File: src/rtl/intr_ctrl.sv
// intr_ctrl -- interrupt status/aggregation stage of the CSR interrupt block.
//
// Detects per-source events (level or rising edge), applies software force and
// the status-enable mask, and holds the W1C status bits. Status bits gated by
// the signal-enable mask are combined into one registered interrupt to the host.
//
// Build option: define INTR_CTRL_HOLDOFF_EN to build the programmable hold-off
// that keeps irq_o low for holdoff_i + 2 cycles between assertions. Without it,
// the minimum low time is 1 cycle, holdoff_i is ignored and holdoff_active_o is 0.
//
// Parameters:
//   NUM_IRQ    number of interrupt sources
//   EDGE_MASK  bit i = 1: source i is rising-edge detected, 0: level detected
//   HOLDOFF_W  width of holdoff_i and of the hold-off counter
//
// Ports:
//   clk_i             clock
//   rst_i             asynchronous active-high reset
//   irq_src_i         raw interrupt sources
//   irq_force_i       single-cycle force pulses (CSR FORCE write)
//   sts_ena_i         per-source status enable
//   sig_ena_i         per-source signal enable
//   clr_i             W1C data for the STATUS register
//   clr_we_i          STATUS register write strobe
//   holdoff_i         hold-off length in cycles (sampled when irq_o drops)
//   sts_o             interrupt status register
//   irq_o             registered aggregated interrupt
//   holdoff_active_o  high while the hold-off counter runs
module intr_ctrl #(
  parameter int unsigned          NUM_IRQ   = 8,
  parameter logic [NUM_IRQ-1:0]   EDGE_MASK = '0,
  parameter int unsigned          HOLDOFF_W = 16
) (
  input  logic                 clk_i,
  input  logic                 rst_i,
  input  logic [NUM_IRQ-1:0]   irq_src_i,
  input  logic [NUM_IRQ-1:0]   irq_force_i,
  input  logic [NUM_IRQ-1:0]   sts_ena_i,
  input  logic [NUM_IRQ-1:0]   sig_ena_i,
  input  logic [NUM_IRQ-1:0]   clr_i,
  input  logic                 clr_we_i,
  input  logic [HOLDOFF_W-1:0] holdoff_i,
  output logic [NUM_IRQ-1:0]   sts_o,
  output logic                 irq_o,
  output logic                 holdoff_active_o
);

  typedef enum logic [1:0] {
    IDLE    = 2'd0,
    ASSERT  = 2'd1,
    HOLDOFF = 2'd2
  } state_t;

  state_t             state_q, state_d;
  logic [NUM_IRQ-1:0] src_q;
  logic [NUM_IRQ-1:0] sts_q, sts_d;
  logic [NUM_IRQ-1:0] ev, set, clr;
  logic               pending;

  // Edge sources fire only on a 0->1 transition; level sources fire while high.
  assign ev  = (irq_src_i & ~EDGE_MASK) | (irq_src_i & EDGE_MASK & ~src_q);
  assign set = (ev | irq_force_i) & sts_ena_i;
  assign clr = {NUM_IRQ{clr_we_i}} & clr_i;
  // Set wins over a simultaneous W1C clear.
  assign sts_d = set | (sts_q & ~clr);

  assign pending = |(sts_q & sig_ena_i);

  always_ff @(posedge clk_i or posedge rst_i) begin
    if (rst_i) begin
      src_q   <= '0;
      sts_q   <= '0;
      state_q <= IDLE;
    end else begin
      src_q   <= irq_src_i;
      sts_q   <= sts_d;
      state_q <= state_d;
    end
  end

  assign sts_o = sts_q;
  assign irq_o = (state_q == ASSERT);

`ifdef INTR_CTRL_HOLDOFF_EN
  logic [HOLDOFF_W-1:0] cnt_q, cnt_d;

  always_ff @(posedge clk_i or posedge rst_i) begin
    if (rst_i) begin
      cnt_q <= '0;
    end else begin
      cnt_q <= cnt_d;
    end
  end

  always_comb begin
    state_d = state_q;
    cnt_d   = cnt_q;
    case (state_q)
      IDLE: begin
        if (pending) state_d = ASSERT;
      end
      ASSERT: begin
        if (!pending) begin
          state_d = HOLDOFF;
          cnt_d   = holdoff_i;
        end
      end
      HOLDOFF: begin
        // Pending is ignored here; the counter only ever decrements.
        if (cnt_q == '0) state_d = IDLE;
        else             cnt_d   = cnt_q - 1'b1;
      end
      default: state_d = IDLE;
    endcase
  end

  assign holdoff_active_o = (state_q == HOLDOFF);
`else
  logic unused_holdoff;
  assign unused_holdoff = ^holdoff_i;

  always_comb begin
    state_d = state_q;
    case (state_q)
      IDLE:    if (pending)  state_d = ASSERT;
      ASSERT:  if (!pending) state_d = IDLE;
      default: state_d = IDLE;
    endcase
  end

  assign holdoff_active_o = 1'b0;
`endif

endmodule

File: config.mk
export PLATFORM = sky130hd
export DESIGN_NAME = intr_ctrl
export DESIGN_NICKNAME = d
export VERILOG_FILES = /design/src/rtl/intr_ctrl.sv
export SDC_FILE = /design/constraint.sdc
export NUM_CORES = 1
export LEC_CHECK = 0
export CAP_MARGIN = 20
export CORE_MARGIN = 2
export CORE_UTILIZATION = 22
export DETAILED_ROUTE_END_ITERATION = 10
export GPL_TIMING_DRIVEN = 0
export PLACE_DENSITY = 0.83
export SYNTH_ARGS = -nofsm -noshare
export SYNTH_HDL_FRONTEND = slang
export SYNTH_SLANG_ARGS = --single-unit
File: constraint.sdc
create_clock -name clk_i -period 1.2 [get_ports clk_i]
set_clock_uncertainty 0.2 [all_clocks]
set_input_delay 0.12 -clock clk_i [delete_from_list [all_inputs] [get_ports clk_i]]
set_output_delay 0.12 -clock clk_i [all_outputs]
set_load 0.02 [all_outputs]
==> metrics.md <==
| Metric | Value |
|---|---|
| Tcrit/Tclk final | 0.940 |
| Post-synthesis xor/xnor area fraction | 0 |
| WS Path Type | reg2out |
| Routed wire length | 1.39 mm |
| Slew Limit Fails | 0 |
| Synth-to-layout area growth | 123% |
| WL per Instance | 11.1 um |
| Post-synthesis register bit count | 9 |
| Mux share of post-synthesis cell area | 0 |
| CP Data Arrival Time | roughly 0.8 ns |
| CTS tree | done |
| Cell Chain, Critical Path | buf_2 |
| Register area share after synthesis | 0.514 |
| Clk root buf | clkbuf_4 |
| CORE AREA | ~0.0019 mm2 |
| Chip height | 48.6 um |
| Starting Density | 0.228 |
| Clock Latency Late Sink | around 0.25 ns |
| Hold_ws | about 0.21 ns |
| Pre-CTS setup slack | -0.0898 ns |
| Antenna viol nets, final | 0 |
| Buf+Inv Stages, Crit Path | 1 |
| Largest net degree at the start of global routing | 10 |
| Top-Level Pins | ~70 |
| Cell row count | 16 |
| Cells after Synth | between 40 and 50 |
| H-tree Lvls | 1 |
| Fraction of layout cells with a size suffix above 1 | 0.153 |
| Fin nets | between 150 and 200 |
| Mapped Area | 438 um2 |
| Syn Nets | just over 100 |
| Yosys warnings | 0 |
| Synth Area in Simple Gates | 0.0829 |
| Setup ws final | a little over 0.07 ns |
| Average cell area after synthesis | around 10 um2 |
| RSZ-0062 raised after global routing | no |
| Final Critical Period | ~1.1 ns |
| Final setup viols | 0 |
| Post-Synth Adder-Cell Area | 0 |
| Hold WC Path Type | in2reg |
| Vias in the first global route | 540 |
| Worst-case clock buffer depth | 2 |
| GP Congestion | 0.693 |
| CTS Buf Count | 3 |
| Initial antenna violation count | 0 |
| Peak supply drop | 0.806 mV |
| Drt drc | 0 |
| Critical path's slowest cell | dfrtp_1 |
| Clock-pin slew on the worst setup and hold paths | 0.05 ns |
| Max cap viols | 0 |
| DR vias/cell | ~4.2 |
| Maximum clock frequency | 887 MHz |
| DR pass1 iterations | 2 |
| Final Hold Fails | 0 |
| Crit-path max cell delay | about 0.39 ns |
| Endpoint required time on the critical path | 0.88 ns |
| Clock sinks | 9 |
| Detailed-route via count | approximately 530 |
| Remaining global-route overflow | 0 |
| Kind of start point of the critical path | flip-flop |
| CP top delay family | flip-flops |
| TNS Setup | 0 ns |
| ANT cells | 0 |
| Setup Buffers After CTS | 0 |
| Final core utilization | 0.508 |
| Reg2reg setup slack | between 0.15 and 0.2 ns |
| P per Cell Area | 879 mW/mm2 |
| Critical Path Sink Type | output pin |
| Die area | about 0.0024 mm2 |
| LEAKAGE | around 0.43 nW |
| Largest family of logic cells by synthesized area | compound AO/OA/AOI/OAI gates |
| Chip width | roughly 50 um |
| Synth cell types | 10 |
| First-pass GRT wire length | approximately 2.4 mm |
| Port Buf Inserts | 50 |
| Status | completed |
| CP Max Fanout | 3 |
| Compound-Gate Fraction of Synth Area | 0.343 |
| Gr usage total | 0.130 |
| DR iter-0 viols | 1 |
[metal layers]
metal,track usage,vias to the layer above,share of wire
met5,0,-,0
met1,0.122,235,0.35
li1,-,259,-
met4,0.0143,0,0
met2,0.251,32,0.56
met3,0.0710,0,0.094
[metrics by stage]
step	power, mW	instance area, um2	cells
after CTS	0.879	980	125
after global routing	0.919	977	125
after detailed placement	0.669	972	119
after floorplan	0.463	438	42
final	0.859	977	125
after global placement	0.662	972	119
[sequential cells by signal, summed over array words and instances, names as in the netlist]
signal and cells:
sts_o 8, state_q 1
[timing repair]
item,CTS,global route
resized for setup,35,2
setup endpoints to repair,9,10
endpoints found under the hold margin,17,0
hold buffers,2,0
[path summary, 6_finish.rpt]
path                                    start                      to  cells after the start
setup / recovery           sts_o[3]$_DFF_PP0_                sts_o[3]                      1
setup reg to reg           sts_o[6]$_DFF_PP0_  state_q[0]$_DFFE_PP0P_                      2
hold / removal                   sts_ena_i[3]      sts_o[3]$_DFF_PP0_                      3
min in group asynchronous               rst_i      sts_o[1]$_DFF_PP0_                      3
hold reg to reg            sts_o[1]$_DFF_PP0_  state_q[0]$_DFFE_PP0P_                      2
max in group asynchronous               rst_i      sts_o[6]$_DFF_PP0_                      3
[area by class of cell]
class	count	area, um2
Fill cell	205	945
Timing Repair Buffer	52	475
Sequential cell	9	225
Multi-Input combinational cell	30	190
Tap cell	27	33.8
Clock buffer	4	26.3
Buffer	2	18.8
Inverter	1	7.51
[cell usage in the layout, fill, tap and decap left out]
cell	n
clkinvlp_4	1
dfrtp_1	9
a21bo_1	8
o21ai_0	8
clkbuf_1	1
buf_6	1
nand2_1	8
dlygate4sd3_1	2
conb_1	1
buf_4	1
a22oi_1	4
buf_2	9
clkbuf_4	3
clkdlybuf4s50_1	41
nand4_1	1
[kinds of logic after synthesis]
family / after synthesis
flops: 9
buf+inv: 3
compound gates: 20
other cells: 1
simple gates: 9
[Yosys cell counts, drive strengths merged]
cell	number	area (um2)
nand4	1	6.26
buf	2	18.8
a21bo	8	80.1
inv	1	3.75
conb	1	3.75
dfrtp	9	225
nand2	8	30.0
a22oi	4	30.0
o21ai	8	40.0
[power by group]
group | internal [mW] | switching, mW
registers | 0.332 | 0.0191
clock network | 0.127 | 0.0924
logic | 0.185 | 0.103
(Power assumes the default switching activity.)
==> edit: new RTL, config.mk and constraints unchanged <==
Register the input `irq_force_i` before use, without a reset. The logic sees it one clock later. The other inputs are not delayed to match. Comments in the files are not updated.
--- a/src/rtl/intr_ctrl.sv
+++ b/src/rtl/intr_ctrl.sv
@@ -51,6 +51,12 @@
     HOLDOFF = 2'd2
   } state_t;
 
+  logic [NUM_IRQ-1:0] irq_force_q;
+
+  always_ff @(posedge clk_i) begin
+    irq_force_q <= irq_force_i;
+  end
+
   state_t             state_q, state_d;
   logic [NUM_IRQ-1:0] src_q;
   logic [NUM_IRQ-1:0] sts_q, sts_d;
@@ -59,7 +65,7 @@
 
   // Edge sources fire only on a 0->1 transition; level sources fire while high.
   assign ev  = (irq_src_i & ~EDGE_MASK) | (irq_src_i & EDGE_MASK & ~src_q);
-  assign set = (ev | irq_force_i) & sts_ena_i;
+  assign set = (ev | irq_force_q) & sts_ena_i;
   assign clr = {NUM_IRQ{clr_we_i}} & clr_i;
   // Set wins over a simultaneous W1C clear.
   assign sts_d = set | (sts_q & ~clr);
Behaviour: not the same (a bounded check fails within 4 cycles, from zero or initial values and one cycle with rst_i high).
==> edit against the original RTL <==
Die area is 33% higher; utilization shrank 3.7 points; wire length is 16% higher; synthesized cell count rose by 19%; maximum frequency down 2.9%; synthesized area up 37%; via count rose by 12%; critical path depth is the same; power up 46%; sequential cell count is 8 higher; register-to-register slack worse by 0.02 ns; worst setup slack got worse by 0.034 ns; final area increased by 22%; critical path type unchanged; largest cell class unchanged.
==> edit: results (changes against the original RTL) <==
Synth
  – Cells after Synth: 50 (+19%)
  – Ys async rst share: 52.9% (-47 points)
  – Synth cell count leaders: dfrtp_1, a21bo_1, dfxtp_1, nand2_1, o21ai_0
  – Seq/Total Area, Yosys: 64.4% (+13 points)
  – Syn_nets: 109 (+7.9%)
  – Top-area cell type share of the netlist area: 37.7% (-14 points)

Critical path
  – Register-to-register setup slack: 0.15 ns (-0.02 ns)
  – Critical path capture point: sts_o[5]
  – Worst path max stage delay: 0.40 ns
  – Worst reg-to-reg path cell count: 3 (+1)

Finish
  – Share of cells above drive strength 1: 14.0% (-1.3 points)
  – Final non-filler cell total: 137 (+9.6%)
  – Nets: 167 (+5.7%)

Global routing
  – Gr usage total: 10.9% (-2.1 points)
  – Vias in the first global route: 632 (+17%)

Power
  – Static Leak: 0.530 nW (+22%)
  – Max IR drop VDD: 0.000671 V (-17%)

Placement
  – Worst slack at placement: -0.0931 ns (-0.00330 ns)
  – Cell count after placement: 130 (+9.2%)
  – GP Congestion: 0.679 (-2.0%)

STA
  – Final critical-path share of the clock period: 96.8% (+2.8 points)

Detailed routing
  – Initial drt markers: 0 (-1)
  – Routed via count: 590 (+12%)

Run status
  – Status: finished, final reports clean

Clocking
  – Worst-Skew Late Latency: 0.28 ns (+0.03 ns)

Worst hold path
  – Worst Min Path Start: irq_force_i[5]
==> edit: cell count changes after synthesis <==
| cell | change |
|---|---|
| dfxtp_1 | +8 |
==> edit: repair_timing <==
item / 4_1_cts / 5_1_grt
pin swaps: 0 / 0
setup endpoints to repair: 9 / 8
hold buffers: 2 / 0
cloned: 0 / 0
setup buffers: 0 / 1
resized for setup: 36 / 14
hold endpoints to repair: 17 / 0
==> edit: area by class of cell <==
cell class	count	area, um2
multi-input combinational	30	190
fill	252	1330
buffer	2	18.8
tap	30	37.5
clock buffer	4	26.3
timing repair buffer	53	527
sequential	17	385
inverter	1	3.75
==> edit: power breakdown <==
group	leakage [nW]	total (mW)	internal, mW	switching, mW
Clock	0.0150	0.293	0.129	0.164
Sequential	0.161	0.638	0.611	0.0271
Combinational	0.354	0.320	0.216	0.104
Total	0.530	1.25	0.955	0.295
==> edit: layer usage <==
| layer | part of all wire [%] | GRT usage, % |
|---|---|---|
| met1 | 33 | 10.8 |
| met2 | 57 | 21.2 |
| met3 | 9.6 | 2.79 |
| met4 | 0 | 4.08 |
| met5 | 0 | 0 |
==> edit: worst min path at each step <==
| stage | depth (start not counted) | slack [ns] | endpoint |
|---|---|---|---|
| after floorplan | 1 | -0.25 | state_q[0] |
| after global placement | 2 | 0.21 | state_q[0] |
| after detailed placement | 2 | 0.21 | sts_o[1] |
| after CTS | 1 | 0.06 | irq_force_q[4] |
| after global routing | 1 | 0.06 | irq_force_q[6] |
| final | 1 | 0.07 | irq_force_q[5] |
==> edit: logic make-up (layout without fill, tap and decap cells) <==
group           count (synthesis)  count (layout)  synth area share [%]
buf+inv                         3              60                  3.77
simple gates                    9               9                  6.07
flops                          17              17                  64.4
compound gates                 20              20                  25.1
other cells                     1               1                 0.627
==> edit: stage by stage <==
step	power (mW)	area [um2]	TNS (ns)	hold slack [ns]
floorplan	0.751	598	0	-0.252
global route	1.33	1190	-0.0269	0.0559
detailed placement	0.960	1140	-0.648	0.208
global placement	0.952	1140	-0.566	0.210
CTS	1.25	1140	-0.000787	0.0560
finish	1.25	1190	0	0.0715
